`src/rtl/hazard_fwd_ctrl.sv`:
```
// Hazard detection and operand-forwarding control for a DEPTH-stage post-ID pipeline.
// Tracks in-flight destinations in a shadow shift register and derives stall/flush/freeze/forward selects.
module hazard_fwd_ctrl #(
  parameter int RW         = 4,
  parameter int DEPTH      = 3,
  parameter int LOAD_AVAIL = 2,
  parameter int CNT_W      = 16,
  localparam int SEL_W     = $clog2(DEPTH)
) (
  input  logic             i_clk,
  input  logic             i_rst_n,
  input  logic             i_fu_en,
  input  logic             i_id_valid,
  input  logic [RW-1:0]    i_id_src1,
  input  logic             i_id_src1_vld,
  input  logic [RW-1:0]    i_id_src2,
  input  logic             i_id_src2_vld,
  input  logic             i_id_wb_en,
  input  logic             i_id_mem_r_en,
  input  logic [RW-1:0]    i_id_dest,
  input  logic             i_br_taken,
  input  logic             i_mem_busy,
  output logic             o_freeze,
  output logic             o_flush,
  output logic             o_stall,
  output logic             o_bubble,
  output logic [SEL_W-1:0] o_src1_sel,
  output logic [SEL_W-1:0] o_src2_sel,
  output logic [CNT_W-1:0] o_stall_cnt
);

  logic [DEPTH-1:0] r_v, r_wb, r_ld;
  logic [RW-1:0]    r_dst [DEPTH];
  logic [RW-1:0]    r_s1, r_s2;
  logic             r_s1v, r_s2v;
  logic [CNT_W-1:0] r_cnt;

  logic [DEPTH-1:0] w_id_m1, w_id_m2, w_ex_m1, w_ex_m2;
  logic             w_raw1, w_raw2, w_hz, w_stall, w_flush, w_bubble;
  logic [SEL_W-1:0] w_sel1, w_sel2;

  assign w_raw1 = i_id_valid & i_id_src1_vld;
  assign w_raw2 = i_id_valid & i_id_src2_vld;

  always_comb begin
    w_id_m1 = '0;
    w_id_m2 = '0;
    w_ex_m1 = '0;
    w_ex_m2 = '0;
    for (int i = 0; i < DEPTH; i++) begin
      w_id_m1[i] = r_v[i] & r_wb[i] & (r_dst[i] == i_id_src1);
      w_id_m2[i] = r_v[i] & r_wb[i] & (r_dst[i] == i_id_src2);
      w_ex_m1[i] = r_v[i] & r_wb[i] & (r_dst[i] == r_s1);
      w_ex_m2[i] = r_v[i] & r_wb[i] & (r_dst[i] == r_s2);
    end
  end

  // The last stage writes through the register file, so it never needs a stall.
  always_comb begin
    w_hz = 1'b0;
    for (int i = 0; i < DEPTH; i++) begin
      if ((w_raw1 && w_id_m1[i]) || (w_raw2 && w_id_m2[i])) begin
        if (r_ld[i] && (i + 1 < LOAD_AVAIL)) w_hz = 1'b1;
        if (!i_fu_en && (i <= DEPTH - 2))    w_hz = 1'b1;
      end
    end
  end

  // Scan oldest to youngest so the youngest eligible producer wins.
  always_comb begin
    w_sel1 = '0;
    w_sel2 = '0;
    for (int i = DEPTH - 1; i >= 1; i--) begin
      if (r_s1v && w_ex_m1[i] && (!r_ld[i] || i >= LOAD_AVAIL)) w_sel1 = SEL_W'(i);
      if (r_s2v && w_ex_m2[i] && (!r_ld[i] || i >= LOAD_AVAIL)) w_sel2 = SEL_W'(i);
    end
    if (!i_fu_en) begin
      w_sel1 = '0;
      w_sel2 = '0;
    end
  end

  assign w_flush  = i_br_taken & ~i_mem_busy;
  assign w_stall  = w_hz & ~i_mem_busy & ~i_br_taken;
  assign w_bubble = w_stall | w_flush;

  always_ff @(posedge i_clk or negedge i_rst_n) begin
    if (!i_rst_n) begin
      r_v   <= '0;
      r_wb  <= '0;
      r_ld  <= '0;
      r_s1  <= '0;
      r_s2  <= '0;
      r_s1v <= 1'b0;
      r_s2v <= 1'b0;
      r_cnt <= '0;
      for (int i = 0; i < DEPTH; i++) r_dst[i] <= '0;
    end else begin
      if (!i_mem_busy) begin
        r_v  <= {r_v[DEPTH-2:0],  ~w_bubble & i_id_valid};
        r_wb <= {r_wb[DEPTH-2:0], ~w_bubble & i_id_wb_en};
        r_ld <= {r_ld[DEPTH-2:0], ~w_bubble & i_id_mem_r_en};
        for (int i = 1; i < DEPTH; i++) r_dst[i] <= r_dst[i-1];
        r_dst[0] <= i_id_dest;
        r_s1     <= i_id_src1;
        r_s2     <= i_id_src2;
        r_s1v    <= ~w_bubble & i_id_src1_vld;
        r_s2v    <= ~w_bubble & i_id_src2_vld;
      end
      if (w_stall && (r_cnt != {CNT_W{1'b1}})) r_cnt <= r_cnt + CNT_W'(1);
    end
  end

  assign o_freeze    = i_mem_busy;
  assign o_flush     = w_flush;
  assign o_stall     = w_stall;
  assign o_bubble    = w_bubble;
  assign o_src1_sel  = w_sel1;
  assign o_src2_sel  = w_sel2;
  assign o_stall_cnt = r_cnt;

endmodule

```
`config.mk`:
```
export PLATFORM = sky130hd
export DESIGN_NAME = hazard_fwd_ctrl
export DESIGN_NICKNAME = d
export VERILOG_FILES = /design/src/rtl/hazard_fwd_ctrl.sv
export SDC_FILE = /design/constraint.sdc
export NUM_CORES = 1
export LEC_CHECK = 0
export ABC_AREA = 1
export ABC_CLOCK_PERIOD_IN_PS = 1400
export CORE_UTILIZATION = 40
export CTS_BUF_LIST = sky130_fd_sc_hd__clkbuf_4 sky130_fd_sc_hd__clkbuf_8
export CTS_CLUSTER_DIAMETER = 120
export CTS_CLUSTER_SIZE = 25
export DETAILED_ROUTE_END_ITERATION = 8
export PLACE_DENSITY = 0.72
export SLEW_MARGIN = 20
export SYNTH_ARGS = -nofsm -noshare
export SYNTH_HDL_FRONTEND = slang
export SYNTH_SLANG_ARGS = --single-unit
```
`constraint.sdc`:
```
create_clock -name i_clk -period 1.4 [get_ports i_clk]
set_input_delay 0.28 -clock i_clk [delete_from_list [all_inputs] [get_ports i_clk]]
set_output_delay 0.28 -clock i_clk [all_outputs]
set_load 0.01 [all_outputs]
```
=== Word-level counts from Yosys, hierarchy flattened ===
Index checks and enable logic that the tools add are counted.

* Bits in registers: 46
* Bits in latches: 0
* Bits in writable memories: 0
* ROM bits: 0
* Input port bits: 22
* Output and inout bits: 24
* Word-level logic and storage cells: 71
* Memories: 0

* Add/sub/neg operators: 1
* $mul: 0
* Div/mod/pow operators: 0
* Magnitude comparators: 0
* Equal/unequal tests: 9
* Shift operators: 0
* Muxes and demuxes: 11
* Bitwise logic cells: 25
* Reductions and logical operators: 14

{| class="wikitable"
|+ Operators by type and width
! operator !! count
|-
| equality test 4 bit || 8
|-
| bitwise AND 1 bit || 21
|-
| adder 16 x 1 -> 16 bit, second input constant || 1
|-
| != test 16 bit, second input constant || 1
|-
| 2-to-1 mux 2 bit || 6
|-
| logical AND 1 bit || 11
|-
| 2-to-1 mux 1 bit || 5
|-
| NOT 1 bit || 3
|-
| logical OR 1 bit || 2
|-
| zero test 1 bit || 1
|-
| bitwise OR 1 bit || 1
|}

=== Depth between registers and ports, before layout ===
Gate-level depths: netlist of the first run.

* Depth after elaboration: 12
* Gate-level depth with buffers: 14

=== Worst setup path after synthesis of the first run ===
Ideal clock, no wire load.

* Kind: register -> register
* From: register r_cnt[0] (netlist: o_stall_cnt[0])
* To: register r_cnt[8] (netlist: o_stall_cnt[8])
* Data arrival time: 1.552 ns
* Path slack: -0.268 ns
* Cell stages (with the launch flop): 11
* Buffers on the path: 0
* Clock period less this slack: 1.668 ns
* Cells stage by stage: dfrtp_1 > ha_1 > nand3_1 > nor2_2 > nand2_1 > nor2_2 > nand4_1 > nand3_1 > nor2_1 > nand2_1 > nand2_1

* Cells in the longest elaborated chain, start to end: 2

{| class="wikitable"
|+ Ends and longest elaborated chain
! item !! RTL line !! RTL
|-
| from (decl) || 36 || <nowiki>logic [CNT_W-1:0] r_cnt;</nowiki>
|-
| from (signal assigned) || 110 || <nowiki>if (w_stall && (r_cnt != {CNT_W{1'b1}})) r_cnt <= r_cnt + CNT_W'(1);</nowiki>
|-
| branches (longest 2 deep; another with adder 16 x 1 -> 16 bit) || - ||
|}

Parallel ways; which one is timed is not known.
A chain may end at the register's enable or synchronous reset.

=== Worst setup path after layout of the first run ===
* From: register r_dst[5] in the netlist's numbering
* To: output port o_bubble

* Cells in the longest elaborated chain, start to end: 8

{| class="wikitable"
|+ Ends and longest elaborated chain
! item !! RTL line !! RTL
|-
| from (decl) || 33 || <nowiki>logic [RW-1:0] r_dst [DEPTH];</nowiki>
|-
| equality test 4 bit (on tied branches) || 51, 52 ||
|-
| bitwise AND 1 bit (on tied branches) || 51, 52 ||
|-
| logical AND 1 bit || 62 || <nowiki>if ((w_raw1 && w_id_m1[i]) || (w_raw2 && w_id_m2[i])) begin</nowiki>
|-
| logical OR 1 bit * || 62 ||
|-
| 2-to-1 mux 1 bit * || 62 ||
|-
| bitwise AND 1 bit * (2 in series) || 84 || <nowiki>assign w_stall = w_hz & ~i_mem_busy & ~i_br_taken;</nowiki>
|-
| bitwise OR 1 bit * || 85 || <nowiki>assign w_bubble = w_stall | w_flush;</nowiki>
|-
| to (decl) || 26 || <nowiki>output logic o_bubble,</nowiki>
|}

Every way passes the cells marked *; elsewhere a longest branch is shown, timed or not.

==> out/metrics.cfg, run 1 <==
[finish]
fillers=515
post_route_cells_drive_above_1_share_pct=34.6
nets=522
multiInputGateArea_sq_um=1490
final_cells=577
antenna_cells=0
area_growth_pct=57.0
seq_area_sq_um=1160

[die]
io_pins=46
die-area_sq_um=6960
floorplan.initialDensity_pct=41.5
die_h_um=83.4
core_area_sq_um=6390
rows=29
die_w_um=83.4

[global_routing]
grt_pass1_vias=2855
gr-total-overflow=0
antenna_found_initial=0
grt_pass1_wl_um=12600
grt_max_degree=38
grtUsageTotal_pct=22.1

[logic_synthesis]
ys_types=29
synth_fp_nets=387
muxShareOfSynthArea_pct=0
synth_compound_area_share_pct=7.59
synthSimpleGateAreaFrac_pct=31.7
ys_seq_area_share_pct=43.4
synth_cells=364
yosys-top-cells-area=dfrtp_1 (43%), nand2_1 (19%), inv_1 (5.7%)
synth_top_family_by_area=simple AND/OR/NAND/NOR gates
yosysTopAreaCell=dfrtp_1
synth_xor_area_share_pct=8.58
ys_warn_count=0
ys_ff_latch=46
syn-cell-area_sq_um=2650
synthAdderAreaFrac_pct=0.472
synth_top_area_share_pct=43.4
avgSynthCellArea_sq_um=7.29

[detailed_routing]
drc=0
drt_iter0_markers=137
avgViaCountPerCell=4.93
wl_um=7430
wl_per_cell_um=12.9
dr.pass1.iters=4
vias=2845
ant_nets=0

[cts]
htreeDepth=2
clk_pin_slew_ns=0.08
cts-root-buf=clkbuf_8
cts_tree=yes
clkSinkCount=46
cts_buffers=5
clk_path_buf_depth=2
clock_latency_ns=0.29

[sta]
relSlewSlack_pct=68.1
hold_viol_final=0
tightestPinTransition_ns=0.471
maxSlewViolCount=0
clock.fmax_ghz=0.506
period_needed_ns=1.97
worst_slack_ns=-0.575
rsz0062_at_grt=true
clock_skew_ns=0.00262
final.period_utilization_pct=141
finalSetupViolations=27

[power]
p_leak_nw=2.14
ir_drop_uv=412
power_density_nw_per_um2=742

[placement]
io_buffers=45
dp_cells=538
globalplace.congestion=0.866
post-dp-hpwl_um=5110
dpl_worst_slack_ns=-1.08

[worst_setup_path]
cp.required_ns=1.12
cp_max_fo=4
critical_path.endpoint_type=output pin
rr_startpoint=r_dst[5]$_DFFE_PN0N_
rr_worst_depth=14
crit_arrival_ns=1.69
setup.worst_path.start=r_dst[5]$_DFFE_PN0N_
path_cells=buf_6, nand2_2, nand2_1, nor2_1, nand3_1, nand2_1, nand2_2, nand2_4, inv_4, a21oi_4, buf_2
ff2ff_setup_slack_ns=-0.38
critical_path_class=reg2out
timing.critical_path.slowest_cell_delay_ns=0.45
cp-start-kind=flop
critPathSlowestCell=dfrtp_2
cp-endpoint=o_bubble
r2r_end=o_stall_cnt[12]$_DFFE_PN0P_

[status]
status=finished, violations left
violations=setup timing

[job]
maxCapViolations=0

[hold_path]
hold_class=in2reg

==> layer usage <==
metal | vias to the layer above | wire (um) | track usage, %
li1 | 1422 | - | -
met1 | 1329 | 3020 | 25.9
met2 | 74 | 3950 | 41.4
met3 | 20 | 308 | 3.18
met4 | 0 | 155 | 6.93
met5 | - | 0 | 0
==> flip-flops by register name, indices dropped and copies added, names as in the netlist <==
signal / count
r_wb: 3
r_dst: 12
r_s1v: 1
r_ld: 2
o_stall_cnt: 16
r_s2v: 1
r_s1: 4
r_s2: 4
r_v: 3
==> power breakdown <==
| group | total, mW | switching [mW] | internal [mW] |
|---|---|---|---|
| registers | 1.51 | 0.0926 | 1.42 |
| clock network | 0.867 | 0.448 | 0.419 |
| logic | 0.714 | 0.342 | 0.372 |
| total | 3.09 | 0.883 | 2.21 |
==> worst max-delay path, delay by kind of cell, from the launching register on <==
kind | cells | cell delay [ns]
flip-flops | 1 | 0.45
buffers and inverters | 3 | 0.31
AO/OA/AOI/OAI | 1 | 0.10
AND/OR/NAND/NOR | 7 | 0.53
==> kinds of logic after synthesis <==
family                     after synthesis
AOI/OAI and AO/OA                       37
xor gates and xnor gates                26
adders and majority gates                1
buffers and inverters                   54
DFF                                     46
and+or+nand+nor                        200
==> synth_stat cells, drive strengths merged <==
library cell / n
a211oi: 3
a21oi: 2
a221oi: 1
buf: 5
clkbuf: 6
dfrtp: 46
ha: 1
inv: 43
nand2: 133
nand3: 22
nand4: 8
nor2: 27
nor3: 6
nor4: 3
nor4b: 1
o211ai: 1
o21ai: 28
o22ai: 2
xnor2: 15
xor2: 11
==> cell usage in the layout (no fill, tap or decap), types with 12 or more instances in the layout <==
cell type | netlist | layout
nand2_1 | 131 | 124
dfrtp_1 | 46 | 42
buf_6 | 1 | 14
buf_4 | 2 | 79
inv_2 | 3 | 14
o21ai_0 | 27 | 22
inv_1 | 40 | 28
dlygate4sd2_1 | 0 | 14
nand3_1 | 21 | 12
nor2_1 | 24 | 21
==> stage by stage <==
step / setup TNS (ns) / cell area, sq um / total power [mW] / hold slack, ns / util, %
finish: -8.82 / 4160 / 3.09 / 0.317 / 65.2
global route: -11.13 / 4160 / 3.24 / 0.335 / 65.2
CTS: -8.65 / 4050 / 3.03 / 0.398 / 63.4
detailed placement: -22.16 / 3680 / 2.09 / 0.184 / 57.6
global placement: -21.96 / 3680 / 2.08 / 0.179 / 57.6
floorplan: -2.68 / 2700 / 1.79 / -0.0156 / -
==> final cells by class <==
cell class,instances,area share (%)
Multi-Input combinational cell,264,35.9
Tap cell,77,2.31
Clock buffer,7,2.16
Sequential cell,46,27.8
Timing Repair Buffer,139,27.8
Clock inverter,1,0.120
Inverter,43,3.94
==> how the worst min path moves through the flow <==
stage / startpoint / end / depth (start not counted)
after floorplan: i_rst_n / o_stall_cnt[0]$_DFFE_PN0P_ / 0
after global placement: i_rst_n / o_stall_cnt[2]$_DFFE_PN0P_ / 1
after detailed placement: i_rst_n / o_stall_cnt[2]$_DFFE_PN0P_ / 1
after CTS: i_rst_n / o_stall_cnt[4]$_DFFE_PN0P_ / 2
after global routing: i_id_src1[1] / r_s1[1]$_DFFE_PN0N_ / 3
final: i_id_src1[3] / r_s1[3]$_DFFE_PN0N_ / 3
==> repair_timing <==
action	in CTS	in global routing
endpoints found under the hold margin	10	0
pin swaps	24	18
hold buffers	1	0
setup buffers	25	8
setup endpoints to repair	45	37
resized for setup	100	42
Note: power is estimated with default switching activity, not from simulation.
==> inputs of run 2 (changes only) <==
==> constraint.sdc (replaced) <==
create_clock -name i_clk -period 1.4 [get_ports i_clk]
set_input_delay 0.35 -clock i_clk [delete_from_list [all_inputs] [get_ports i_clk]]
set_output_delay 0.35 -clock i_clk [all_outputs]
set_load 0.01 [all_outputs]
==> run 2 against run 1 <==
The run still ends with setup timing left. Combinational power decreased by 2.9%. Core utilization increased by 0.078 points. Cell area increased by 0.12%. Largest power group unchanged.
==> out/metrics.cfg, run 2 (synthesis gave the netlist of run 1 again) <==
[placement]
post-dp-hpwl_um=5170
globalplace.congestion=0.872
io_buffers=45
dpl_worst_slack_ns=-1.16
placed_area_sq_um=3690

[worst_setup_path]
cp-start-kind=flop
critical_path_class=reg2out
setup.worst_path.start=r_dst[5]$_DFFE_PN0N_
cp_max_fo=4
crit_buf_inv=3
critPathSlowestCell=dfrtp_2
ff2ff_setup_slack_ns=-0.55
rr_startpoint=r_dst[5]$_DFFE_PN0N_
timing.critical_path.slowest_cell_delay_ns=0.46
r2r_end=o_stall_cnt[2]$_DFFE_PN0P_
crit_family=simple AND/OR/NAND/NOR gates
cp.required_ns=1.05
path_cells=buf_6, nand2_2, nand3_2, nor2_1, nand2_1, nand2_1, nand2_2, nand2_4, inv_4, a21oi_4, buf_6
critical_path.endpoint_type=output pin
rr_worst_depth=15
crit_arrival_ns=1.66

[die]
io_pins=46
rows=29
die_h_um=83.4
die_w_um=83.4
floorplan.initialDensity_pct=41.5
core_area_sq_um=6390
die-area_sq_um=6960

[cts]
clk_pin_slew_ns=0.08
clk_path_buf_depth=2
cts-root-buf=clkbuf_8
clkSinkCount=46
clock_latency_ns=0.30
htreeDepth=2
postCtsHoldBufs=0
cts_tree=yes
cts_buffers=5

[global_routing]
gr-total-overflow=0
antenna_found_initial=0
grt_max_degree=47
grt_pass1_wl_um=13300
grt_pass1_vias=2895
grtUsageTotal_pct=23.7

[detailed_routing]
wl_um=7770
wl_per_cell_um=13.6
avgViaCountPerCell=4.94
vias=2822
dr.pass1.iters=4
drt_iter0_markers=197
drc=0
ant_nets=0

[sta]
final.period_utilization_pct=143
hold_viol_final=0
clock_skew_ns=0.0116
relSlewSlack_pct=75.2
tightestPinTransition_ns=0.370
rsz0062_at_grt=true
maxSlewViolCount=0
period_needed_ns=2.01
worst_slack_ns=-0.608
clock.fmax_ghz=0.498
hold_ws_ns=0.0116
finalSetupViolations=27

[power]
power_density_nw_per_um2=813
p_leak_nw=2.15
total_power_mw=3.39
ir_drop_uv=617

[finish]
final_common_cell=nand2_1
largest_reg_flops=16
antenna_cells=0
final_cell_mix=nand2_1 (114), buf_4 (69), dfrtp_1 (40)
fin_area_sq_um=4170
post_route_cells_drive_above_1_share_pct=35.0
finalCoreUtilization_pct=65.3
area_growth_pct=57.2
nets=516
fillers=545

[status]
violations=setup timing
status=finished, violations left

[hold_path]
hold_class=in2async

[job]
maxCapViolations=0

## run 2: area by class of cell
type	count	area [sq um]	area share (%)
clock inverter	3	68.8	1.65
inverter	43	166	3.99
multi-input combinational	264	1480	35.6
timing repair buffer	133	1130	27.0
sequential	46	1160	27.8
clock buffer	5	68.8	1.65
tap	77	96.3	2.31
## run 2: worst max-delay path by stage
stage / to / slack, ns / cells after the start
final: o_bubble / -0.61 / 11
after global routing: o_stall / -0.72 / 11
after CTS: o_bubble / -0.60 / 11
after detailed placement: o_bubble / -1.16 / 12
after global placement: o_bubble / -1.14 / 12
after floorplan: o_stall_cnt[8]$_DFFE_PN0P_ / -0.24 / 10
## run 2: routing by layer
layer	wire (um)	share of wire [%]	track usage [%]
met5	0	0	0
met1	3220	41	29.0
met3	332	4.3	4.17
met2	3980	51	41.4
met4	240	3.1	9.24
## run 2: timing repair
action                                  4_1_cts  5_1_grt
gates resized for setup                     131       27
hold endpoints to repair                      0        0
setup buffers                                25        4
pin swaps                                    19       10
cloned                                        1        0
endpoints found under the setup margin       53       30
## run 2: metrics by stage
stage          setup TNS [ns]  cells
2_1_floorplan           -2.81    364
3_3_place_gp           -23.94    538
3_5_place_dp           -24.71    538
4_1_cts                -11.60    569
5_1_grt                -15.06    571
6_report               -11.83    571
## run 2: power by group
group          switching, mW  total, mW  internal, mW
sequential            0.0911       1.51          1.42
clock                  0.470       1.19         0.715
combinational          0.339      0.693         0.355
